### src/rtl/map_recovery_if.sv
// Bundles the signals exchanged between the rename-map recovery controller
// and its neighbours: the ROB (flush/retire), the architectural map (read port)
// and the speculative rename map table (write port).
//
// Modports:
//   slave  - the recovery controller: takes the flush/retire strobes and the
//            architectural-map read data; drives the read index, the map table
//            write port and the busy/done status.
//   master - the surrounding pipeline (or a testbench) driving the other side.
interface map_recovery_if #(
  parameter int AREG_W = 5,
  parameter int PREG_W = 6
);
  logic              mispredict_i;
  logic              retire_en_i;
  logic [AREG_W-1:0] retire_areg_idx_i;
  logic [PREG_W-1:0] retire_preg_i;
  logic [AREG_W-1:0] amap_read_idx_o;
  logic [PREG_W-1:0] amap_read_data_i;
  logic              mt_wr_en_o;
  logic [AREG_W-1:0] mt_wr_idx_o;
  logic [PREG_W-1:0] mt_wr_preg_o;
  logic              recovery_busy_o;
  logic              recovery_done_o;

  modport slave (
    input  mispredict_i, retire_en_i, retire_areg_idx_i, retire_preg_i,
    input  amap_read_data_i,
    output amap_read_idx_o, mt_wr_en_o, mt_wr_idx_o, mt_wr_preg_o,
    output recovery_busy_o, recovery_done_o
  );

  modport master (
    output mispredict_i, retire_en_i, retire_areg_idx_i, retire_preg_i,
    output amap_read_data_i,
    input  amap_read_idx_o, mt_wr_en_o, mt_wr_idx_o, mt_wr_preg_o,
    input  recovery_busy_o, recovery_done_o
  );
endinterface

### src/rtl/map_recovery_ctrl.sv
// Rename-map recovery controller. On a mispredict it walks the architectural
// map one entry per cycle and copies it into the speculative rename map table.
// Retires that land during the walk are merged so the table ends up equal to
// the architectural map as of the last copy cycle:
//   - retire to an already-copied entry  -> rewrite that entry (walk stalls)
//   - retire to the entry being copied   -> forward the retiring tag
//   - retire to a not-yet-copied entry   -> nothing; the walk reads it later
//
// Ports:
//   clk  - clock, rising edge
//   rst  - asynchronous reset, active-low
//   bus  - map_recovery_if.slave (flush/retire in, amap read port,
//          map table write port, busy/done status)
module map_recovery_ctrl #(
  parameter int NUM_AREG = 32,
  parameter int AREG_W   = 5,
  parameter int PREG_W   = 6
) (
  input  logic             clk,
  input  logic             rst,
  map_recovery_if.slave    bus
);

  typedef enum logic [1:0] {
    S_IDLE = 2'd0,
    S_COPY = 2'd1,
    S_DONE = 2'd2
  } state_t;

  localparam logic [AREG_W:0] CNT_LAST = (AREG_W+1)'(NUM_AREG - 1);
  localparam logic [AREG_W:0] CNT_ONE  = (AREG_W+1)'(1);

  state_t          r_state;
  state_t          w_state_nxt;
  logic [AREG_W:0] r_cnt;
  logic [AREG_W:0] w_cnt_nxt;
  logic            w_redo;
  logic            w_fwd;

  // Retire index compared against the walk pointer (zero-extended to cnt width).
  assign w_redo = bus.retire_en_i && ({1'b0, bus.retire_areg_idx_i} <  r_cnt);
  assign w_fwd  = bus.retire_en_i && ({1'b0, bus.retire_areg_idx_i} == r_cnt);

  // State register
  always_ff @(posedge clk or negedge rst) begin
    if (!rst) begin
      r_state <= S_IDLE;
      r_cnt   <= '0;
    end else begin
      r_state <= w_state_nxt;
      r_cnt   <= w_cnt_nxt;
    end
  end

  // Next-state logic
  always_comb begin
    w_state_nxt = r_state;
    w_cnt_nxt   = r_cnt;
    case (r_state)
      S_IDLE: begin
        if (bus.mispredict_i) begin
          w_state_nxt = S_COPY;
          w_cnt_nxt   = '0;
        end
      end
      S_COPY: begin
        if (bus.mispredict_i) begin
          // Restart from entry 0; this cycle's write is still issued below.
          w_state_nxt = S_COPY;
          w_cnt_nxt   = '0;
        end else if (!w_redo) begin
          // A redo steals the write port, so the walk only advances otherwise.
          w_cnt_nxt = r_cnt + CNT_ONE;
          if (r_cnt == CNT_LAST) begin
            w_state_nxt = S_DONE;
          end
        end
      end
      S_DONE: begin
        w_cnt_nxt = '0;
        if (bus.mispredict_i) begin
          w_state_nxt = S_COPY;
        end else begin
          w_state_nxt = S_IDLE;
        end
      end
      default: begin
        w_state_nxt = S_IDLE;
        w_cnt_nxt   = '0;
      end
    endcase
  end

  // Output logic
  always_comb begin
    bus.mt_wr_en_o      = 1'b0;
    bus.mt_wr_idx_o     = '0;
    bus.mt_wr_preg_o    = '0;
    bus.amap_read_idx_o = '0;
    bus.recovery_busy_o = 1'b0;
    bus.recovery_done_o = 1'b0;
    case (r_state)
      S_COPY: begin
        bus.recovery_busy_o = 1'b1;
        bus.mt_wr_en_o      = 1'b1;
        bus.amap_read_idx_o = r_cnt[AREG_W-1:0];
        if (w_redo) begin
          bus.mt_wr_idx_o  = bus.retire_areg_idx_i;
          bus.mt_wr_preg_o = bus.retire_preg_i;
        end else if (w_fwd) begin
          // The amap is written at the same edge, so its read data is stale.
          bus.mt_wr_idx_o  = r_cnt[AREG_W-1:0];
          bus.mt_wr_preg_o = bus.retire_preg_i;
        end else begin
          bus.mt_wr_idx_o  = r_cnt[AREG_W-1:0];
          bus.mt_wr_preg_o = bus.amap_read_data_i;
        end
      end
      S_DONE: begin
        bus.recovery_done_o = 1'b1;
      end
      default: begin
      end
    endcase
  end

endmodule

### src/flat_wrapper.sv
// flat-port wrapper written by rule: the top's interface ports become plain ports
module map_recovery_ctrl_flat 
#(
  parameter int NUM_AREG = 32,
  parameter int AREG_W   = 5,
  parameter int PREG_W   = 6
)
  (clk, rst, bus_mispredict_i, bus_retire_en_i, bus_retire_areg_idx_i, bus_retire_preg_i, bus_amap_read_data_i, bus_amap_read_idx_o, bus_mt_wr_en_o, bus_mt_wr_idx_o, bus_mt_wr_preg_o, bus_recovery_busy_o, bus_recovery_done_o);
  map_recovery_if #(.AREG_W(AREG_W), .PREG_W(PREG_W)) bus_i ();
  input  logic clk;
  input  logic rst;
  input wire logic [$bits(bus_i.mispredict_i)-1:0] bus_mispredict_i;
  input wire logic [$bits(bus_i.retire_en_i)-1:0] bus_retire_en_i;
  input wire logic [$bits(bus_i.retire_areg_idx_i)-1:0] bus_retire_areg_idx_i;
  input wire logic [$bits(bus_i.retire_preg_i)-1:0] bus_retire_preg_i;
  input wire logic [$bits(bus_i.amap_read_data_i)-1:0] bus_amap_read_data_i;
  output wire logic [$bits(bus_i.amap_read_idx_o)-1:0] bus_amap_read_idx_o;
  output wire logic [$bits(bus_i.mt_wr_en_o)-1:0] bus_mt_wr_en_o;
  output wire logic [$bits(bus_i.mt_wr_idx_o)-1:0] bus_mt_wr_idx_o;
  output wire logic [$bits(bus_i.mt_wr_preg_o)-1:0] bus_mt_wr_preg_o;
  output wire logic [$bits(bus_i.recovery_busy_o)-1:0] bus_recovery_busy_o;
  output wire logic [$bits(bus_i.recovery_done_o)-1:0] bus_recovery_done_o;
  assign bus_i.mispredict_i = bus_mispredict_i;
  assign bus_i.retire_en_i = bus_retire_en_i;
  assign bus_i.retire_areg_idx_i = bus_retire_areg_idx_i;
  assign bus_i.retire_preg_i = bus_retire_preg_i;
  assign bus_i.amap_read_data_i = bus_amap_read_data_i;
  assign bus_amap_read_idx_o = bus_i.amap_read_idx_o;
  assign bus_mt_wr_en_o = bus_i.mt_wr_en_o;
  assign bus_mt_wr_idx_o = bus_i.mt_wr_idx_o;
  assign bus_mt_wr_preg_o = bus_i.mt_wr_preg_o;
  assign bus_recovery_busy_o = bus_i.recovery_busy_o;
  assign bus_recovery_done_o = bus_i.recovery_done_o;
  map_recovery_ctrl #(.NUM_AREG(NUM_AREG), .AREG_W(AREG_W), .PREG_W(PREG_W)) u_core (.clk(clk), .rst(rst), .bus(bus_i));
endmodule
### config.mk
export PLATFORM = sky130hd
export DESIGN_NAME = map_recovery_ctrl_flat
export DESIGN_NICKNAME = d
export VERILOG_FILES = /design/src/rtl/map_recovery_if.sv /design/src/rtl/map_recovery_ctrl.sv /design/src/flat_wrapper.sv
export SDC_FILE = /design/constraint.sdc
export NUM_CORES = 1
export LEC_CHECK = 0
export CAP_MARGIN = 25
export CORE_MARGIN = 10
export CORE_UTILIZATION = 31
export DETAILED_ROUTE_END_ITERATION = 16
export GPL_ROUTABILITY_DRIVEN = 0
export PLACE_DENSITY_LB_ADDON = 0.3
export SYNTH_ARGS = -nofsm -noshare
export SYNTH_HDL_FRONTEND = slang
export SYNTH_SLANG_ARGS = --single-unit
### constraint.sdc
create_clock -name clk -period 5.2 [get_ports clk]
set_input_delay 1.04 -clock clk [delete_from_list [all_inputs] [get_ports clk]]
set_output_delay 1.04 -clock clk [all_outputs]
set_load 0.05 [all_outputs]
* Word-level counts from Yosys, hierarchy flattened
Cells that the tools add are included.
Cells by class: $add $sub $neg 1, magnitude comparators 1, equality and inequality tests 7, muxes and demuxes 18, reductions and logical operators 5
Operator list (number):
- 2-to-1 mux 6 bit | 6
- 2-to-1 mux 5 bit | 3
- case mux 6 bit (2 select lines) | 1
- 2-to-1 mux 2 bit | 4
- adder 6 x 1 -> 6 bit (second input constant) | 1
- == test 5 x 6 -> 1 bit | 1
- == test 6 x 5 -> 1 bit (second input constant) | 1
- less-than comparator 5 x 6 -> 1 bit | 1
- case mux 2 bit (3 select lines) | 1
- 2-to-1 mux 1 bit | 3
- != test 3 x 2 -> 1 bit (second input constant) | 1
- != test 3 bit (second input constant) | 1
- AND reduction 3 bit | 1
- == test 2 x 1 -> 1 bit (second input constant) | 1
- == test 2 bit (second input constant) | 1
- logical AND 1 bit | 2
- logical NOT 2 bit | 1
- != test 2 bit (second input constant) | 1
- AND reduction 2 bit | 1
Word-level totals: bits in registers 8, bits of input ports 21, word-level logic and storage cells 34

* Depth between registers and ports, before layout
Gate-level depths: netlist of the first run.
depth in word-level cells 5, mapped depth 7, gate-level depth less buffers 6

* Worst setup path after synthesis of the first run
OpenSTA, ideal clock, no wires.
path type in2out, start input port bus_retire_areg_idx_i[4], end output port bus_mt_wr_idx_o[0], data arrival time 2916 ps, setup slack 1244 ps, stages on the path 5, buffers on the path 0, path through ha_1 > and4b_1 > o21a_4 > nor3_4 > mux2i_1
On the way: cells in the longest elaborated chain, start to end 4
Ends and longest elaborated chain:
- from (decl) | RTL line flat_wrapper.sv:14 | input wire logic [$bits(bus_i.retire_areg_idx_i)-1:0] bus_retire_areg_idx_i;
- less-than comparator 5 x 6 -> 1 bit | RTL line map_recovery_ctrl.sv:41 | assign w_redo = bus.retire_en_i && ({1'b0, bus.retire_areg_idx_i} < r_cnt);
- logical AND 1 bit | RTL line map_recovery_ctrl.sv:41
- 2-to-1 mux 5 bit | RTL line map_recovery_ctrl.sv:107 | if (w_redo) begin
- 2-to-1 mux 5 bit | RTL line map_recovery_ctrl.sv:102 | case (r_state)
- to (decl) | RTL line flat_wrapper.sv:19 | output wire logic [$bits(bus_i.mt_wr_idx_o)-1:0] bus_mt_wr_idx_o;
Every way passes these cells.

* Final worst setup path of the first run
start input port bus_retire_areg_idx_i[4], end output port bus_mt_wr_preg_o[4]
On the way: cells in the longest elaborated chain, start to end 5
Ends and longest elaborated chain:
- branches (longest 3 deep; another with less-than comparator 5 x 6 -> 1 bit)
- 2-to-1 mux 6 bit (*) | RTL line map_recovery_ctrl.sv:107
- 2-to-1 mux 6 bit (*) | RTL line map_recovery_ctrl.sv:102
- to (decl) | RTL line flat_wrapper.sv:20 | output wire logic [$bits(bus_i.mt_wr_preg_o)-1:0] bus_mt_wr_preg_o;
Mark *: on every way between the ends.

==> impl_metrics.json, run 1 <==
{
  "outcome": "completed",
  "hold_start": "u_core.r_cnt[2]$_DFFE_PN0P_",
  "cts_setup_buffers": 0,
  "finalCritPeriodShare": 0.910,
  "clk_pin_slew_ps": 50,
  "yosys.area.top_type_share": 0.200,
  "initial_core_util": 0.325,
  "cts_root_buf": "clkbuf_4",
  "relSlewSlack": 0.586,
  "clock_latency_ps": 250,
  "dieArea_mm2": 0.00590,
  "ys.flop_type": "dfrtp_1",
  "netSwitchingFraction": 0.418,
  "yosysWarnings": 0,
  "postRouteAntennaNets": 0,
  "final_cells": 210,
  "p_per_area_mw_per_mm2": 171,
  "grt.overflow.total": 0,
  "leakage_nw": 0.619,
  "p_int_w": 0.000141,
  "nets": 195,
  "io_pins": 40,
  "synthArstFlopShare": 1.00,
  "ctsResizeCount": 0,
  "cts_buffers": 3,
  "first_pass_iters": 4,
  "ir_drop_v": 0.0000910,
  "vias": 1067,
  "r2r_start": "u_core.r_cnt[3]$_DFFE_PN0P_",
  "grt_pass1_vias": 1054,
  "hpwl_um": 2440,
  "cp_max_fo": 21,
  "final.setup.tns_ps": 0,
  "hold_buffers": 0,
  "syn-cell-area_um2": 1000,
  "syn-num-nets": 159,
  "die_h_um": 76.8,
  "seqPwrFrac": 0.285,
  "drv_cap": 0,
  "fmax_ghz": 0.211,
  "drv_slew": 0,
  "clock_sinks": 8,
  "p_clk_frac": 0.184,
  "synth-edff-count": 0,
  "critPathLaunch": "bus_retire_areg_idx_i[4]",
  "synthCells": 132,
  "antenna_found_initial": 0,
  "core_mm2": 0.00308,
  "syn_area_per_cell_um2": 7.57,
  "seq_area_frac_synth": 0.200,
  "drc": 0,
  "setup_viol": 0,
  "fin_crit_ps": 4730,
  "track_usage": 0.0948,
  "worstPathArrival_ps": 3690,
  "p_sw_w": 0.000102,
  "skew_ps": 4.12,
  "drive_above_1_share": 0.120,
  "end_kind": "output port",
  "start_kind": "input port",
  "port_buffers": 39,
  "cts_tree": "built",
  "cts_max_path_buffers": 2,
  "die_x_um": 76.8,
  "rows": 20,
  "combPwrFrac": 0.531,
  "rsz0062_at_grt": "no",
  "placed_cells": 207,
  "initialDrtViolationCount": 62,
  "yosys_register_bits": 8,
  "cts.htree.levels": 1,
  "diodes": 0,
  "grt_pass1_wl_um": 4840,
  "crit_type": "input port to output port",
  "synth_area_leader_cell": "dfrtp_1",
  "post_drt_wl_per_cell_um": 14.1,
  "vias_per_cell": 5.08,
  "crit_required_ps": 4160,
  "worstMarginPinSlew_ps": 619,
  "synth_area_leaders": "dfrtp_1, nand2_1, mux2i_1, ha_1, or4_1",
  "grt_start_max_net_pins": 23,
  "routed_wl_um": 2950,
  "hold_class": "register to register",
  "hold_violations": 0,
  "ys_types": 34,
  "area_growth_pct": 41.8
}
## routing by layer
metal / track usage / up-vias / wire (um)
met5: 0 / - / 0
met4: 0.0242 / 0 / 0
met3: 0.0117 / 0 / 85
met2: 0.178 / 13 / 1520
met1: 0.109 / 498 / 1340
li1: - / 556 / -
## path summary, 6_finish.rpt
| check | endpoint | slack [ps] | cells past startpoint |
|---|---|---|---|
| worst max-delay path | bus_mt_wr_preg_o[4] | 470 | 7 |
| min in group asynchronous | u_core.r_cnt[5]$_DFFE_PN0P_ | 1070 | 1 |
| max in group asynchronous | u_core.r_cnt[0]$_DFFE_PN0P_ | 3870 | 1 |
| worst min register to register | u_core.r_cnt[2]$_DFFE_PN0P_ | 590 | 2 |
| worst max register to register | u_core.r_state[0]$_DFFE_PN0P_ | 3060 | 7 |
| worst min-delay path | u_core.r_cnt[2]$_DFFE_PN0P_ | 590 | 2 |
## kinds of logic (layout without fill, tap and decap cells)
group,count (synthesis),count (layout),synth area share
muxes,8,8,0.0801
AOI/OAI and AO/OA,28,28,0.223
adders and majority gates,6,6,0.0751
DFF,8,8,0.200
buffers and inverters,24,58,0.104
and+or+nand+nor,58,58,0.318
## synth_stat cells (2+ instances only)
master,count
o211ai_1,7
or4_1,8
nand2_1,25
inv_1,13
buf_2,2
and2_1,6
o311ai_1,4
mux2i_1,8
o21ai_0,2
clkbuf_1,7
or3_1,2
a211oi_1,3
ha_1,6
o311ai_0,4
a21oi_1,3
dfrtp_1,8
nand3_1,2
nor2b_1,3
nand4_1,2
nor2_1,3
## critical path: stages
cell             delay (ps)
clkdlybuf4s50_1         430
ha_1                    310
and4b_1                 220
o21a_4                  190
or4_1                   530
o211ai_1                110
clkdlybuf4s50_1         850
## registers in the layout, indices dropped and copies added, names as in the netlist
name	cells
u_core.r_cnt	6
u_core.r_state	2
## area by class of cell
class / instances / area [um2]
sequential: 8 / 200
timing repair buffer: 42 / 390
inverter: 13 / 48.8
tap: 44 / 55.1
multi-input combinational: 100 / 701
fill: 320 / 1660
clock buffer: 3 / 22.5
## cell usage in the layout, fill, tap and decap left out, drive strengths merged, types with 2 or more instances in the layout
master and count:
nor2 3, clkbuf 3, o211ai 7, a211oi 3, and2 6, o21ai 3, nand3 2, ha 6
or3 2, clkdlybuf4s50 30, nand4 2, mux2i 8, nand2 25, a21oi 3, or4 8, nor2b 3
inv 13, o311ai 8, buf 12, dfrtp 8
## per-stage QoR
| stage | hold slack, ps | power [W] | cell area, um2 | setup slack [ps] | utilization |
|---|---|---|---|---|---|
| 5_1_grt | 625 | 0.000261 | 1420 | 346 | 0.461 |
| 6_report | 589 | 0.000243 | 1420 | 468 | 0.461 |
| 3_5_place_dp | 588 | 0.000200 | 1400 | 467 | 0.453 |
| 3_3_place_gp | 575 | 0.000198 | 1400 | 487 | 0.453 |
| 4_1_cts | 597 | 0.000247 | 1420 | 463 | 0.461 |
| 2_1_floorplan | 546 | 0.000153 | 1000 | 1240 | - |
## power groups by stage
| stage | Combinational, W | Clock, W | Sequential (W) |
|---|---|---|---|
| 6_report | 0.000129 | 0.0000448 | 0.0000692 |
| 3_5_place_dp | 0.000130 | 0 | 0.0000704 |
| 3_3_place_gp | 0.000128 | 0 | 0.0000702 |
| 5_1_grt | 0.000139 | 0.0000525 | 0.0000701 |
| 2_1_floorplan | 0.0000845 | 0 | 0.0000689 |
| 4_1_cts | 0.000130 | 0.0000475 | 0.0000694 |
Note: power is estimated with default switching activity, not from simulation.
==> inputs of run 2 (changes only) <==
REMOVE_ABC_BUFFERS = 1   (was unset)
clock period = 3.9 ns   (was 5.2 ns; I/O delays follow)
==> impl_metrics.json, run 2 (synthesized netlist as in run 1, its figures left out) <==
{
  "routed_wl_um": 2970,
  "ir_drop_v": 0.0000985,
  "met2_length_um": 1470,
  "worstMarginPinSlew_ps": 766,
  "hold_buffers": 0,
  "crit_chain": "clkdlybuf4s50_1, ha_1, a21oi_1, nor3b_4, nor3_4, buf_4, mux2i_1, buf_12",
  "fmax_ghz": 0.269,
  "cts_buffers": 3,
  "drv_cap": 0,
  "grt.overflow.total": 0,
  "postRouteAntennaNets": 0,
  "first_pass_iters": 4,
  "cp_max_fo": 20,
  "largest_reg_flops": 6,
  "clock_sinks": 8,
  "p_clk_frac": 0.178,
  "post_drt_wl_per_cell_um": 14.1,
  "vias": 1068,
  "highest_layer": "met4",
  "slowest_delay_ps": 650,
  "antenna_found_initial": 0,
  "setup_viol": 0,
  "worst-path-buf-inv": 3,
  "crit_required_ps": 3120,
  "track_usage": 0.101,
  "hold_class": "register to register",
  "cts_max_path_buffers": 2,
  "fin_util": 0.508,
  "hold_violations": 0,
  "relSlewSlack": 0.489,
  "wl_met1_um": 1340,
  "leakage_nw": 0.670,
  "finalCritPeriodShare": 0.952,
  "clock_latency_ps": 260,
  "rsz0062_at_grt": "no",
  "regMostFlops": "u_core.r_cnt",
  "outcome": "completed",
  "drive_above_1_share": 0.138,
  "vias_per_cell": 5.06,
  "mostFrequentLayoutCells": "clkdlybuf4s50_1, nand2_1, inv_1, buf_12",
  "p_per_area_mw_per_mm2": 233,
  "drv_slew": 0,
  "final_common_cell": "clkdlybuf4s50_1",
  "fin_crit_ps": 3710,
  "crit_family": "buffers and inverters",
  "grt_pass1_wl_um": 5100,
  "final_cells": 211,
  "rows": 20,
  "cts_tree": "built",
  "placed_cells": 208,
  "initialDrtViolationCount": 40,
  "cts.htree.levels": 1,
  "largestRegisters": "u_core.r_cnt (6), u_core.r_state (2)",
  "dieArea_mm2": 0.00590,
  "core_mm2": 0.00308,
  "drc": 0,
  "grt_start_max_net_pins": 25,
  "area_growth_pct": 56.4,
  "skew_ps": 2.78,
  "cts_root_buf": "clkbuf_4",
  "start_kind": "input port",
  "clk_pin_slew_ps": 50,
  "slowest_stage": "nor3b_4",
  "die_x_um": 76.8,
  "worstPathArrival_ps": 2930,
  "die_h_um": 76.8,
  "combPwrFrac": 0.569,
  "end_kind": "output port",
  "grt_pass1_vias": 1040,
  "seqPwrFrac": 0.253,
  "p_sw_w": 0.000148,
  "diodes": 0,
  "hpwl_um": 2380,
  "port_buffers": 39,
  "nets": 196,
  "wl_met3_um": 145,
  "initial_core_util": 0.325,
  "crit_type": "input port to output port",
  "io_pins": 40,
  "netSwitchingFraction": 0.404,
  "p_int_w": 0.000218
}
==> run 2: area by class of cell <==
| class | instances | area (um2) |
|---|---|---|
| sequential | 8 | 200 |
| clock buffer | 3 | 22.5 |
| timing repair buffer | 43 | 531 |
| inverter | 13 | 48.8 |
| multi-input combinational | 100 | 707 |
| fill | 302 | 1510 |
| tap | 44 | 55.1 |
==> run 2: timing repair <==
item / 4_1_cts / 5_1_grt
setup buffers: 0 / 0
resized for setup: 1 / 0
setup endpoints to repair: 5 / 0
==> run 2: power groups by stage <==
stage                     sequential [W]  clock (W)  combinational, W
final                          0.0000924  0.0000650          0.000208
after global routing           0.0000931  0.0000716          0.000221
after CTS                      0.0000924  0.0000667          0.000210
after detailed placement       0.0000937          0          0.000208
after global placement         0.0000936          0          0.000205
after floorplan                0.0000919          0          0.000109
==> run 2: worst min-delay path, cell delays in order, from the launching register on <==
cell and delay [ps]:
dfrtp_1 430, nand2_1 80, mux2i_1 60
==> run 2: worst paths after layout <==
path / from / end / slack [ps] / depth (start not counted)
min in group asynchronous: rst / u_core.r_state[0]$_DFFE_PN0P_ / 800 / 1
max in group asynchronous: rst / u_core.r_cnt[5]$_DFFE_PN0P_ / 2840 / 1
max: bus_retire_areg_idx_i[3] / bus_mt_wr_idx_o[4] / 190 / 8
min: u_core.r_cnt[2]$_DFFE_PN0P_ / u_core.r_cnt[2]$_DFFE_PN0P_ / 610 / 2
max reg2reg: u_core.r_cnt[3]$_DFFE_PN0P_ / u_core.r_state[0]$_DFFE_PN0P_ / 1740 / 7
min reg2reg: u_core.r_cnt[2]$_DFFE_PN0P_ / u_core.r_cnt[2]$_DFFE_PN0P_ / 610 / 2
==> run 2: routing by layer <==
layer / vias to the layer above / global-route usage
met3: 4 / 0.0268
li1: 555 / -
met5: - / 0
met4: 0 / 0.0223
met2: 24 / 0.170
met1: 485 / 0.123
==> run 2: per-stage QoR <==
stage	instance area [um2]	TNS [ps]	hold WS, ps	power [W]	worst slack (ps)
finish	1560	0	612	0.000365	186
floorplan	945	-4910	484	0.000201	-461
global placement	1540	0	582	0.000299	55.3
detailed placement	1540	-19.1	598	0.000302	-11.5
CTS	1560	0	605	0.000369	187
global route	1560	0	647	0.000386	47.1
==> variant 1, RTL diff (flow settings as in run 1) <==
One comparison of `r_cnt` changes from == to >=.
--- a/src/rtl/map_recovery_ctrl.sv
+++ b/src/rtl/map_recovery_ctrl.sv
@@ -72,5 +72,5 @@
           // A redo steals the write port, so the walk only advances otherwise.
           w_cnt_nxt = r_cnt + CNT_ONE;
-          if (r_cnt == CNT_LAST) begin
+          if (r_cnt >= CNT_LAST) begin
             w_state_nxt = S_DONE;
           end
Function: same outputs for any inputs over 10 cycles, from zero or initial values and one cycle with rst low; that may be too few to reach the edited logic, so the function may still have changed.
==> variant 1 against run 1 <==
  * Total power fell by 0.35%
  * Clock power rose by 1%
  * Wire length rose by 0.71%
  * Setup slack improved by 0.41 ns
  * Sequential power rose by 1%
  * Non-clock buffer count fell by 1
  * Core utilization fell by 0.16 points
  * Sequential cell count did not move
  * Clock skew barely moved
  * Design area fell by 1.1%
  * Area after synthesis fell by 0.63%
  * Fmax rose by 9.6%
  * Sequential share of layout area rose by 0.16 points
  * Critical path type unchanged
  * Critical endpoint is now bus_mt_wr_idx_o[4]
  * Largest cell class unchanged
==> variant 1: results (changes against run 1) <==
* **setup clock skew after layout** 0.00389 ns, -0.000234 ns
* **Final Routed Wirelength** 2980 um, +0.71%
* **Yosys cell types** 36, +5.9%
* **Internal Power** 140 uW, -0.83%
* **half-perimeter wire length after placement** 2390 um, -1.9%
* **largest net degree at the start of global routing** 26, +13%
* **wire length of the first global-routing pass** 4900 um, +1.3%
* **worst supply voltage drop on vdd** 0.123 mV, +36%
* **vias per cell** 5.34, +5.2%
* **share of final-layout standard cells stronger than drive strength 1** 12.7%, +0.68 points
* **all-layer global routing usage** 9.67%, +0.19 points
* **initial detailed-routing violation count** 82, +32%
* **fraction of the yosys area taken by sequential cells** 20.2%, +0.13 points
* **NumNets Final** 194, -0.51%
* **vias in the first global route** 1044, -0.95%
* **data arrival time of the critical path** 3.28 ns, -0.41 ns
* **placed inst area** 1370 sq um, -2.0%
* **leakage component of the power** 0.000613 uW, -0.98%
* **cells taking the most area after synthesis** sky130_fd_sc_hd__dfrtp_1 20%, sky130_fd_sc_hd__nand2_1 8.3%, sky130_fd_sc_hd__ha_1 7.6%, sky130_fd_sc_hd__mux2i_1 7.1%, sky130_fd_sc_hd__o311ai_0 7.1%
* **share of the synthesized area in compound gates (AO/OA/AOI/OAI)** 20.5%, -1.7 points
* **outcome** completed
* **largest stage delay on the critical path** 0.49 ns, -0.36 ns
* **crit-path leading delay family** simple AND/OR/NAND/NOR gates
* **library cell contributing the largest single delay on the critical path** sky130_fd_sc_hd__nor3_4
* **list of most frequent post-synthesis cells** 22 x sky130_fd_sc_hd__nand2_1, 12 x sky130_fd_sc_hd__inv_1, 8 x sky130_fd_sc_hd__dfrtp_1, 8 x sky130_fd_sc_hd__o311ai_0, 8 x sky130_fd_sc_hd__or4_1
* **fraction of synthesized area in multiplexers** 8.19%, +0.18 points
-- variant 1: path summary, 6_finish.rpt --
check                                          from                 end  slack [ns]  cells past startpoint
max in group asynchronous                       rst     u_core.r_cnt[3]        3.87                      1
min reg2reg                         u_core.r_cnt[1]     u_core.r_cnt[1]        0.64                      2
min in group asynchronous                       rst   u_core.r_state[0]        1.07                      1
min                                 u_core.r_cnt[1]     u_core.r_cnt[1]        0.64                      2
max                        bus_retire_areg_idx_i[4]  bus_mt_wr_idx_o[4]        0.88                      7
max reg2reg                         u_core.r_cnt[4]     u_core.r_cnt[2]        2.92                      6
-- variant 1: per-stage QoR --
| stage | total power (uW) | util (%) | std cells |
|---|---|---|---|
| floorplan | 151 | - | 132 |
| global placement | 195 | 44.8 | 205 |
| detailed placement | 197 | 44.8 | 205 |
| CTS | 244 | 45.5 | 208 |
| global route | 260 | 45.9 | 209 |
| finish | 242 | 45.9 | 209 |
-- variant 1: area by class of cell --
type / count / area [sq um] / share of cell area (%)
repair buffers: 41 / 382 / 27.2
multi-input cells: 101 / 697 / 49.7
inverters: 12 / 45.0 / 3.21
flip-flops and latches: 8 / 200 / 14.3
clock buffers: 3 / 22.5 / 1.61
well taps: 44 / 55.1 / 3.93
-- variant 1: cell families (layout without fill, tap and decap cells) --
logic type,after synthesis,after routing
flip-flops,8,8
AND/OR/NAND/NOR,59,59
buffers and inverters,23,56
multiplexers,8,8
adder cells (fa/ha/maj),6,6
AO/OA/AOI/OAI,28,28
-- variant 1: metal layers --
layer / up-vias / wire, um / track usage (%)
met3: 2 / 195 / 2.83
met2: 36 / 1490 / 16.3
met5: - / 0 / 0
met4: 0 / 8 / 2.42
li1: 551 / - / -
met1: 528 / 1280 / 11.6
==> variant 2, RTL diff (config.mk and constraints of run 1) <==
Without the edit above. `AREG_W` is set to 5 in 3 places; all go to 6.
--- a/src/rtl/map_recovery_if.sv
+++ b/src/rtl/map_recovery_if.sv
@@ -9,5 +9,5 @@
 //   master - the surrounding pipeline (or a testbench) driving the other side.
 interface map_recovery_if #(
-  parameter int AREG_W = 5,
+  parameter int AREG_W = 6,
   parameter int PREG_W = 6
 );
--- a/src/rtl/map_recovery_ctrl.sv
+++ b/src/rtl/map_recovery_ctrl.sv
@@ -14,5 +14,5 @@
 module map_recovery_ctrl #(
   parameter int NUM_AREG = 32,
-  parameter int AREG_W   = 5,
+  parameter int AREG_W   = 6,
   parameter int PREG_W   = 6
 ) (
--- a/src/flat_wrapper.sv
+++ b/src/flat_wrapper.sv
@@ -3,5 +3,5 @@
 #(
   parameter int NUM_AREG = 32,
-  parameter int AREG_W   = 5,
+  parameter int AREG_W   = 6,
   parameter int PREG_W   = 6
 )
Ports: changed (resized bus_amap_read_idx_o, bus_mt_wr_idx_o and bus_retire_areg_idx_i); port bits go from 40 to 43. No check against the original RTL was run, so the function may have changed too.
==> variant 2 against run 1 <==
  * Sequential cell count increased by 1
  * Wire length is 7.1% higher
  * Total power grew 1.9%
  * Cell count rose by 2.4%
  * Design area is 6.2% higher
  * Area after synthesis is 2.8% higher
  * Sequential power is 10% higher
  * Setup slack worse by 0.051 ns
  * Critical path type unchanged
  * Highest routed layer is now met4
==> variant 2: results (changes against run 1) <==
* **outcome** completed
* **half-perimeter wire length after placement** 2640 um, +8.3%
* **hold path cells** 1, -1
* **data arrival time of the critical path** 3.74 ns, +0.05 ns
* **post-synthesis share of cell area spent on full adders, half adders and majority gates** 8.53%, +1.0 points
* **count of clock tree sinks** 9, +1
* **Port Buf Inserts** 42, +7.7%
* **Yosys cell types** 38, +12%
* **fraction of synthesized area in multiplexers** 10.7%, +2.7 points
* **largest net degree at the start of global routing** 16, -30%
* **list of most frequent post-synthesis cells** 21 x sky130_fd_sc_hd__nand2_1, 11 x sky130_fd_sc_hd__mux2i_1, 11 x sky130_fd_sc_hd__nand3_1
* **combinational power** 117 uW, -9%
* **Data buffer area share** 28.9%, +1.4 points
* **final instance count without filler cells** 215, +2.4%
* **fraction of the yosys area taken by sequential cells** 21.9%, +1.9 points
* **clock buffers** 4, +1
* **wire length of the first global-routing pass** 5310 um, +9.7%
* **worst reg2reg setup slack** 3.12 ns, +0.06 ns
* **worst setup slack before clock tree synthesis** 0.425 ns, -0.0423 ns
* **FF-to-FF End** u_core.r_cnt[5]
* **launch instance of the worst min-delay path** u_core.r_state[1]
* **share of final-layout standard cells stronger than drive strength 1** 11.1%, -0.94 points
* **Internal Power** 150 uW, +6.0%
* **non-clock inverter count** 9, -4
* **worst setup path endpoint** bus_mt_wr_preg_o[5]
* **leakage component of the power** 0.000662 uW, +6.9%
* **fraction of area in clock buffers and inverters** 1.75%, +0.16 points
* **layout multi-input combinational cell count** 105, +5.0%
* **Final period util** 92.0%, +0.99 points
* **cells taking the most area after synthesis** sky130_fd_sc_hd__dfrtp_1 22%, sky130_fd_sc_hd__mux2i_1 11%, sky130_fd_sc_hd__ha_1 8.5%, sky130_fd_sc_hd__nand2_1 7.7%, sky130_fd_sc_hd__nand3_1 5.4%
* **share of the synthesized area in compound gates (AO/OA/AOI/OAI)** 25.2%, +2.9 points
* **worst r2r src** u_core.r_cnt[5]
* **vias per cell** 5.09, +0.24%
* **end of the worst hold path** u_core.r_state[0]
* **final core utilization** 48.5%, +2.5 points
* **all-layer global routing usage** 10.5%, +1.0 points
* **setup clock skew after layout** 0.00196 ns, -0.00217 ns
[variant 2: cell count changes after synthesis, moves of 5 or more]
cell	change
sky130_fd_sc_hd__nand3_1	+9
sky130_fd_sc_hd__or4_1	-8
sky130_fd_sc_hd__inv_1	-6
sky130_fd_sc_hd__clkbuf_1	-5
sky130_fd_sc_hd__o21ai_0	+5
[variant 2: worst max-delay path, cell delays in order]
cell	delay, ns
sky130_fd_sc_hd__clkdlybuf4s50_1	0.43
sky130_fd_sc_hd__ha_1	0.32
sky130_fd_sc_hd__a21o_1	0.21
sky130_fd_sc_hd__a211oi_4	0.36
sky130_fd_sc_hd__buf_4	0.24
sky130_fd_sc_hd__a21oi_4	0.11
sky130_fd_sc_hd__mux2i_1	0.20
sky130_fd_sc_hd__clkdlybuf4s50_1	0.83
[variant 2: routing by layer]
metal / GRT usage [%] / share of wire [%]
met2: 17.2 / 49
met5: 0 / 0
met3: 3.57 / 6.2
met4: 2.19 / 0.66
met1: 13.0 / 44
